===== src/rtl/sram_flow_stats_rmw.sv =====
// sram_flow_stats_rmw: per-flow packet/byte counter read-modify-write engine over QDR SRAM
module sram_flow_stats_rmw #(
    parameter int ADDR_WIDTH     = 11,
    parameter int MEM_ADDR_WIDTH = 19,
    parameter int MEM_DATA_WIDTH = 216,
    parameter int PKT_CNT_WIDTH  = 32,
    parameter int BYTE_CNT_WIDTH = 32,
    parameter int LEN_WIDTH      = 16,
    parameter int DEPTH          = 16,
    parameter int SATURATE       = 1
) (
    input  logic                      clk,
    input  logic                      reset,
    input  logic                      cal_done,
    input  logic                      init_start,
    output logic                      init_done,
    input  logic                      upd_valid,
    output logic                      upd_ready,
    input  logic [ADDR_WIDTH-1:0]     upd_addr,
    input  logic [LEN_WIDTH-1:0]      upd_len,
    output logic                      rd_req,
    output logic [MEM_ADDR_WIDTH-1:0] rd_addr,
    input  logic                      rd_full,
    input  logic [MEM_DATA_WIDTH-1:0] rd_data,
    input  logic                      rd_data_valid,
    output logic                      wr_req,
    output logic [MEM_ADDR_WIDTH-1:0] wr_addr,
    output logic [MEM_DATA_WIDTH-1:0] wr_data,
    input  logic                      wr_full,
    output logic                      err_unexpected
);
    localparam int PW = $clog2(DEPTH);
    localparam int CW = PW + 1;
    localparam int PC = PKT_CNT_WIDTH;
    localparam int BC = BYTE_CNT_WIDTH;

    typedef enum logic [1:0] {IDLE, INIT, RUN, DRAIN} state_t;
    state_t state;
    logic [ADDR_WIDTH-1:0] init_cnt;
    logic [ADDR_WIDTH-1:0] pend_addr [DEPTH];
    logic [LEN_WIDTH-1:0] pend_len [DEPTH];
    logic [PW-1:0] pend_wp, pend_rp;
    logic [CW-1:0] pend_cnt;
    logic [ADDR_WIDTH-1:0] wb_addr [DEPTH];
    logic [MEM_DATA_WIDTH-1:0] wb_data [DEPTH];
    logic [PW-1:0] wb_wp, wb_rp;
    logic [CW-1:0] wb_cnt;
    logic [CW:0] occ;
    logic hazard, accept, resp, wb_pop;
    logic [PC:0] pkt_sum;
    logic [BC:0] byte_sum;
    logic [MEM_DATA_WIDTH-1:0] new_word;

    // an entry is live when its distance from the read pointer is below the count
    always_comb begin
        hazard = 1'b0;
        for (int i = 0; i < DEPTH; i++) begin
            if ({1'b0, PW'(PW'(i) - pend_rp)} < pend_cnt && pend_addr[i] == upd_addr) hazard = 1'b1;
            if ({1'b0, PW'(PW'(i) - wb_rp)} < wb_cnt && wb_addr[i] == upd_addr) hazard = 1'b1;
        end
    end

    always_comb begin
        pkt_sum = {1'b0, rd_data[PC-1:0]} + (PC+1)'(1);
        byte_sum = {1'b0, rd_data[PC+BC-1:PC]} + (BC+1)'(pend_len[pend_rp]);
        new_word = rd_data;
        new_word[PC-1:0] = (SATURATE != 0 && pkt_sum[PC]) ? '1 : pkt_sum[PC-1:0];
        new_word[PC+BC-1:PC] = (SATURATE != 0 && byte_sum[BC]) ? '1 : byte_sum[BC-1:0];
    end

    assign occ = {1'b0, pend_cnt} + {1'b0, wb_cnt};
    assign upd_ready = state == RUN && !rd_full && occ < (CW+1)'(DEPTH) && !hazard;
    assign accept = upd_valid && upd_ready;
    assign resp = rd_data_valid && pend_cnt != '0;
    assign wb_pop = wb_cnt != '0 && !wr_full;
    assign init_done = state == RUN;
    assign wr_req = state == INIT ? !wr_full : wb_pop;
    assign wr_addr = state == INIT ? MEM_ADDR_WIDTH'(init_cnt) :
                     wb_cnt != '0 ? MEM_ADDR_WIDTH'(wb_addr[wb_rp]) : '0;
    assign wr_data = (state != INIT && wb_cnt != '0) ? wb_data[wb_rp] : '0;

    always_ff @(posedge clk) begin
        if (reset) begin
            state <= IDLE;
            init_cnt <= '0;
            pend_wp <= '0;
            pend_rp <= '0;
            pend_cnt <= '0;
            wb_wp <= '0;
            wb_rp <= '0;
            wb_cnt <= '0;
            rd_req <= 1'b0;
            rd_addr <= '0;
            err_unexpected <= 1'b0;
        end else begin
            rd_req <= accept;
            if (accept) begin
                rd_addr <= MEM_ADDR_WIDTH'(upd_addr);
                pend_addr[pend_wp] <= upd_addr;
                pend_len[pend_wp] <= upd_len;
                pend_wp <= pend_wp + PW'(1);
            end
            if (resp) begin
                pend_rp <= pend_rp + PW'(1);
                wb_addr[wb_wp] <= pend_addr[pend_rp];
                wb_data[wb_wp] <= new_word;
                wb_wp <= wb_wp + PW'(1);
            end
            if (wb_pop) wb_rp <= wb_rp + PW'(1);
            pend_cnt <= pend_cnt + CW'(accept) - CW'(resp);
            wb_cnt <= wb_cnt + CW'(resp) - CW'(wb_pop);
            if (rd_data_valid && pend_cnt == '0) err_unexpected <= 1'b1;
            case (state)
                IDLE: if (cal_done) begin
                    state <= INIT;
                    init_cnt <= '0;
                end
                INIT: if (!wr_full) begin
                    init_cnt <= init_cnt + ADDR_WIDTH'(1);
                    if (&init_cnt) state <= RUN;
                end
                RUN: if (init_start) state <= DRAIN;
                DRAIN: if (pend_cnt == '0 && wb_cnt == '0) begin
                    state <= INIT;
                    init_cnt <= '0;
                end
                default: state <= IDLE;
            endcase
        end
    end
endmodule


===== config.mk =====
export PLATFORM = sky130hd
export DESIGN_NAME = sram_flow_stats_rmw
export DESIGN_NICKNAME = d
export VERILOG_FILES = /design/src/rtl/sram_flow_stats_rmw.sv
export SDC_FILE = /design/constraint.sdc
export NUM_CORES = 2
export LEC_CHECK = 0
export ABC_AREA = 0
export BUFFER_PORTS_ARGS = -buffer_cell sky130_fd_sc_hd__clkbuf_2
export CAP_MARGIN = 15
export CORE_MARGIN = 5
export CORE_UTILIZATION = 55
export DETAILED_ROUTE_END_ITERATION = 12
export PLACE_DENSITY_LB_ADDON = 0.1
export SETUP_SLACK_MARGIN = 0.1
export SLEW_MARGIN = 5
export SYNTH_ARGS = -nofsm -noshare
export SYNTH_HDL_FRONTEND = slang
export SYNTH_SLANG_ARGS = --single-unit

===== constraint.sdc =====
create_clock -name clk -period 18.1 [get_ports clk]
set_clock_uncertainty 0.1 [all_clocks]
set_input_delay 0.905 -clock clk [delete_from_list [all_inputs] [get_ports clk]]
set_output_delay 0.905 -clock clk [all_outputs]
set_load 0.005 [all_outputs]

Word-level counts from Yosys, hierarchy flattened
Memories as Yosys holds them, arrays and structs flattened. A register that Yosys moved wholly into a read port is not among the register bits. Cells that the tools add are included.

Register bits: 52. Latch bits: 0. Memory bits (writable): 4064. Bits in read-only memories: 0. Input bits: 251. Word-level logic and storage cells: 248. Memories kept: 4.

$add $sub $neg: 44. Multipliers: 0. Divide/modulo/power cells: 0. $lt $le $gt $ge: 33. Eq/ne operators: 41. Shift-type cells: 0. Mux-type cells: 62. Bitwise logic cells: 0. Reduce and logical (&&, ||, !) cells: 53.

Memory list: wb_data (depth 16, width 216, rd ports 1, clocked after Yosys merged registers in 1, write ports 1, RTL line 45) `logic [MEM_DATA_WIDTH-1:0] wb_data [DEPTH];`; pend_len (depth 16, width 16, rd ports 1, clocked after Yosys merged registers in 1, write ports 1, RTL line 41) `logic [LEN_WIDTH-1:0] pend_len [DEPTH];`; pend_addr (depth 16, width 11, rd ports 17, clocked after Yosys merged registers in 1, write ports 1, RTL line 40) `logic [ADDR_WIDTH-1:0] pend_addr [DEPTH];`; wb_addr (depth 16, width 11, rd ports 17, clocked after Yosys merged registers in 1, write ports 1, RTL line 44) `logic [ADDR_WIDTH-1:0] wb_addr [DEPTH];`.

Operators with widths (count): $eq 11x11->1 (32); $mux 216 (1); $lt 4x5->1 (32); $mux 32 (2); $sub 4x4->4 const A (16); $mux 11 (5); $logic_and 1x1->1 (41); $mux 1 (39); $add 32x1->33 const B (1); $add 32x16->33 (1); $pmux 11 s3 (1); $mux 4 (8); $sub 3x4->4 const A (8); $add 4x1->4 const B (4); $sub 1x4->4 const A (4); $sub 2x4->4 const A (4); $add 11x1->11 const B (1); $reduce_and 11->1 (1); $add 5x1->5 (2); $logic_not 5->1 (2); $mux 2 (5); $reduce_bool 5->1 (2); $sub 5x1->5 (2); $ne 2x2->1 const B (4); 11 further kinds (15).

Longest topological paths before layout
Depth in word-level cells: 41. Depth in mapped cells: 21. Gate-level depth less buffers: 20.

Worst setup path before layout
Ideal clock, no wire load.

Path kind: flip-flop to flip-flop. Start point: reg pend_cnt[3]. End point: mem wb_addr[1][0] (enable). Arrival: 16786 ps. Required time: 16907 ps. Path slack: 120 ps. Stages on the path, launching flop included: 8. Buffers on the path: 0. Period minus slack after synthesis: 17980 ps. Cells stage by stage: dfxtp_1 > inv_1 > ha_1 > nor4b_1 > nand2b_1 > nor2_1 > nand2_1 > nor3_1.

Word-level cells in the longest chain between the ends: 5.

Ends and longest elaborated chain: from (decl) (RTL line 43) `logic [CW-1:0] pend_cnt;`; from (signal assigned) (RTL line 110) `pend_cnt <= pend_cnt + CW'(accept) - CW'(resp);`; $reduce_bool 5->1 (RTL line 74) `assign resp = rd_data_valid && pend_cnt != '0;`; $logic_and 1x1->1 (RTL line 74); $mux 1 (RTL line 103) `if (resp) begin`; $mux 1 (RTL line 83) `if (reset) begin`; $mux 1 (not written as such) (RTL line 105) `wb_addr[wb_wp] <= pend_addr[pend_rp];`; to (decl) (RTL line 44).

Every way passes these cells.

==> metrics.md <==
| Metric | Value |
|---|---|
| Die H | `557 um` |
| Worst-path fanout max | `46` |
| Slew at the pin with the worst max-slew slack | `1.20 ns` |
| Hold crit path type | `in2reg` |
| CTS Root Cell | `clkbuf_16` |
| Status | `finished, final reports clean` |
| Worst slew margin | `17.8%` |
| DRC viols | `0` |
| Worst VDD drop | `172 uV` |
| YS warnings | `0` |
| Vias/cell | `6.39` |
| Num ports | `510` |
| Setup CP Type | `reg2out` |
| First-pass DRT Iterations | `5` |
| Number of global-route vias before repair | `81400` |
| EDFF count, synth | `4064` |
| Power Density | `133 nW/um^2` |
| Leak | `0.0577 uW` |
| Max cap viols | `0` |
| PortBufs | `493` |
| Cts hold-fix bufs | `0` |
| Clk_lat worst skew | `0.92 ns` |
| Final Slew Violations | `0` |
| Initial Util | `55.4%` |
| Postcts setup bufs | `0` |
| WHS Endpoint | `err_unexpected` |
| Final Hold Vio Count | `0` |
| Cell Area, Synth | `165000 um^2` |
| Die area | `310000 um^2` |
| Clk sinks | `4124` |
| Reg2reg setup slack | `10.89 ns` |
| ANT nets after route | `0` |
| # nets final | `8386` |
| Worst R2R End | `wb_data[11][45]` |
| Hold_ws | `0.149 ns` |
| Seq/Total Area, Yosys | `74.9%` |
| Dpl hpwl | `221 mm` |
| GRT Total Usage | `25.9%` |
| Min-delay src | `rd_data_valid` |
| Chip Width | `557 um` |
| CTS tree | `built` |
| Post-Syn Instances | `7308` |
| Layout cells sized above 1 | `30.8%` |
| Ys flop type | `edfxtp_1` |
| Worst setup SP type | `flip-flop` |
| Initial antenna violation count | `74` |
| P&R area growth vs syn | `12.5%` |
| Drt initial violations | `9277` |
| GRT overflow | `0` |
| Worst Hold Depth | `3` |
| Wire per inst | `32.8 um` |
| RSZ-0062 raised after global routing | `false` |
| CTS H-tree depth | `5` |
| First-pass GRT wire length | `581 mm` |
| Ys async rst share | `0%` |
| Arrival @ worst endpoint | `6.70 ns` |
| Total core area | `297000 um^2` |
| Final wirelength | `404 mm` |
| Setup TNS | `0 ns` |
| Worst Path Required | `17.09 ns` |
| Via Count | `78700` |
| Post-synthesis cell type count | `69` |
| Largest net degree at the start of global routing | `133` |
| Synth Register Bits | `4124` |
| FP Rows | `200` |
| Cells resized by post-CTS repair | `0` |
| Critical Path Sink Type | `primary output` |
| Tmin final | `7.70 ns` |
| Final Cycle Share | `42.5%` |
| Max Root-Sink Buffers | `4` |
| FF-to-FF path depth | `17` |
| Fmax | `130 MHz` |
| # setup viols final | `0` |
| TritonCTS Buffers | `414` |
| Worst-path clk slew | `0.06 ns` |
| Syn avg cell area | `22.5 um^2` |
| RD Place Congestion | `0.839` |
-- logic make-up after synthesis --
family | share of synthesized area, %
flops | 74.9
mux | 17.5
simple gates | 2.29
buf+inv | 1.34
xor+xnor | 2.33
compound gates | 0.716
fa+ha+maj | 0.926
other cells | 0.00228
-- metrics by stage --
step                cell area (um^2)  instances  worst slack, ns  total power (uW)  util (%)
finish                        185000      12300            10.40             24600      62.3
global route                  185000      12300             9.73             25500      62.3
CTS                           185000      12300            10.10             24800      62.3
detailed placement            172000      11500            10.59             16500      57.8
global placement              172000      11500            10.69             16400      57.8
floorplan                     165000       7323            0.120             14700         -
-- area by class of cell --
cell class	instances	area, um^2
clock buffer	501	11000
multi-input combinational	2730	39400
tap	3939	4930
inverter	78	293
antenna	32	80.1
sequential	4124	123000
timing repair buffer	667	3960
fill	20300	112000
clock inverter	258	2310
-- metal layers --
layer  routed length, um  global-route usage (%)  part of all wire, %  vias to the layer above
met3               31600                    4.46                  7.8                      704
met4               11900                    7.01                  2.9                       36
met5                 235                       0                0.058                        -
li1                    -                       -                    -                    32100
met2              196000                    41.2                   48                     3337
met1              164000                    38.0                   41                    42500
-- cells in the final DEF (no fill, tap or decap), types with 58 or more instances in the layout --
cell type and instances:
edfxtp_1 4064, mux4_2 1270, clkbuf_2 493, clkbuf_16 426, xnor2_1 313, and2_1 220
buf_4 160, xor2_1 125, ha_1 117, clkinv_1 108, nand2_1 104, clkinv_2 83
nor2_1 79, inv_1 77, nand4_1 75, clkbuf_1 73, a21oi_1 58
-- worst max-delay path, cell delays in order, from the launching register on --
cell and delay [ns]:
dfxtp_4 0.88, buf_4 0.86, buf_4 0.71, buf_4 0.81
buf_4 0.86, mux4_2 0.61, mux4_2 0.51, and2_1 0.19
clkbuf_2 0.12
-- Yosys cell counts, types with 49 or more instances --
library cell | n | area share [%]
nand2_1 | 104 | 0.24
mux4_2 | 1270 | 17
buf_1 | 84 | 0.19
nor3_1 | 49 | 0.15
dfxtp_1 | 60 | 0.73
ha_1 | 117 | 0.89
edfxtp_1 | 4064 | 74
xor2_1 | 125 | 0.67
nand3_1 | 53 | 0.16
nand4_1 | 75 | 0.29
inv_1 | 77 | 0.18
nor2_1 | 93 | 0.21
clkbuf_1 | 234 | 0.53
and2_1 | 220 | 0.84
xnor2_1 | 313 | 1.7
a21oi_1 | 59 | 0.18
-- power breakdown --
part | internal (uW) | leakage [uW] | switching (uW)
clock network | 4840 | 0.00649 | 3520
registers | 10900 | 0.0371 | 122
logic | 2380 | 0.0141 | 2800
-- how the worst max path moves through the flow --
stage | endpoint | cells past startpoint | start | slack, ns
2_1_floorplan | wb_addr[1][0] | 7 | pend_cnt[3] | 0.12
3_3_place_gp | wb_data[10][34] | 17 | flip-flop | 10.69
3_5_place_dp | wb_data[10][34] | 17 | flip-flop | 10.59
4_1_cts | wr_data[41] | 8 | flip-flop | 10.10
5_1_grt | wr_data[41] | 8 | flip-flop | 9.73
6_report | wr_data[41] | 8 | flip-flop | 10.40
-- sequential cells by signal, summed over array words and instances (netlist names), 5 cells and up, named ones only --
| signal | flops |
|---|---|
| wb_addr | 176 |
| rd_addr | 11 |
| wb_data | 3456 |
| pend_len | 256 |
| pend_cnt | 5 |
| pend_addr | 176 |
| init_cnt | 11 |
| wb_cnt | 5 |
Note: power is estimated with default switching activity, not from simulation.
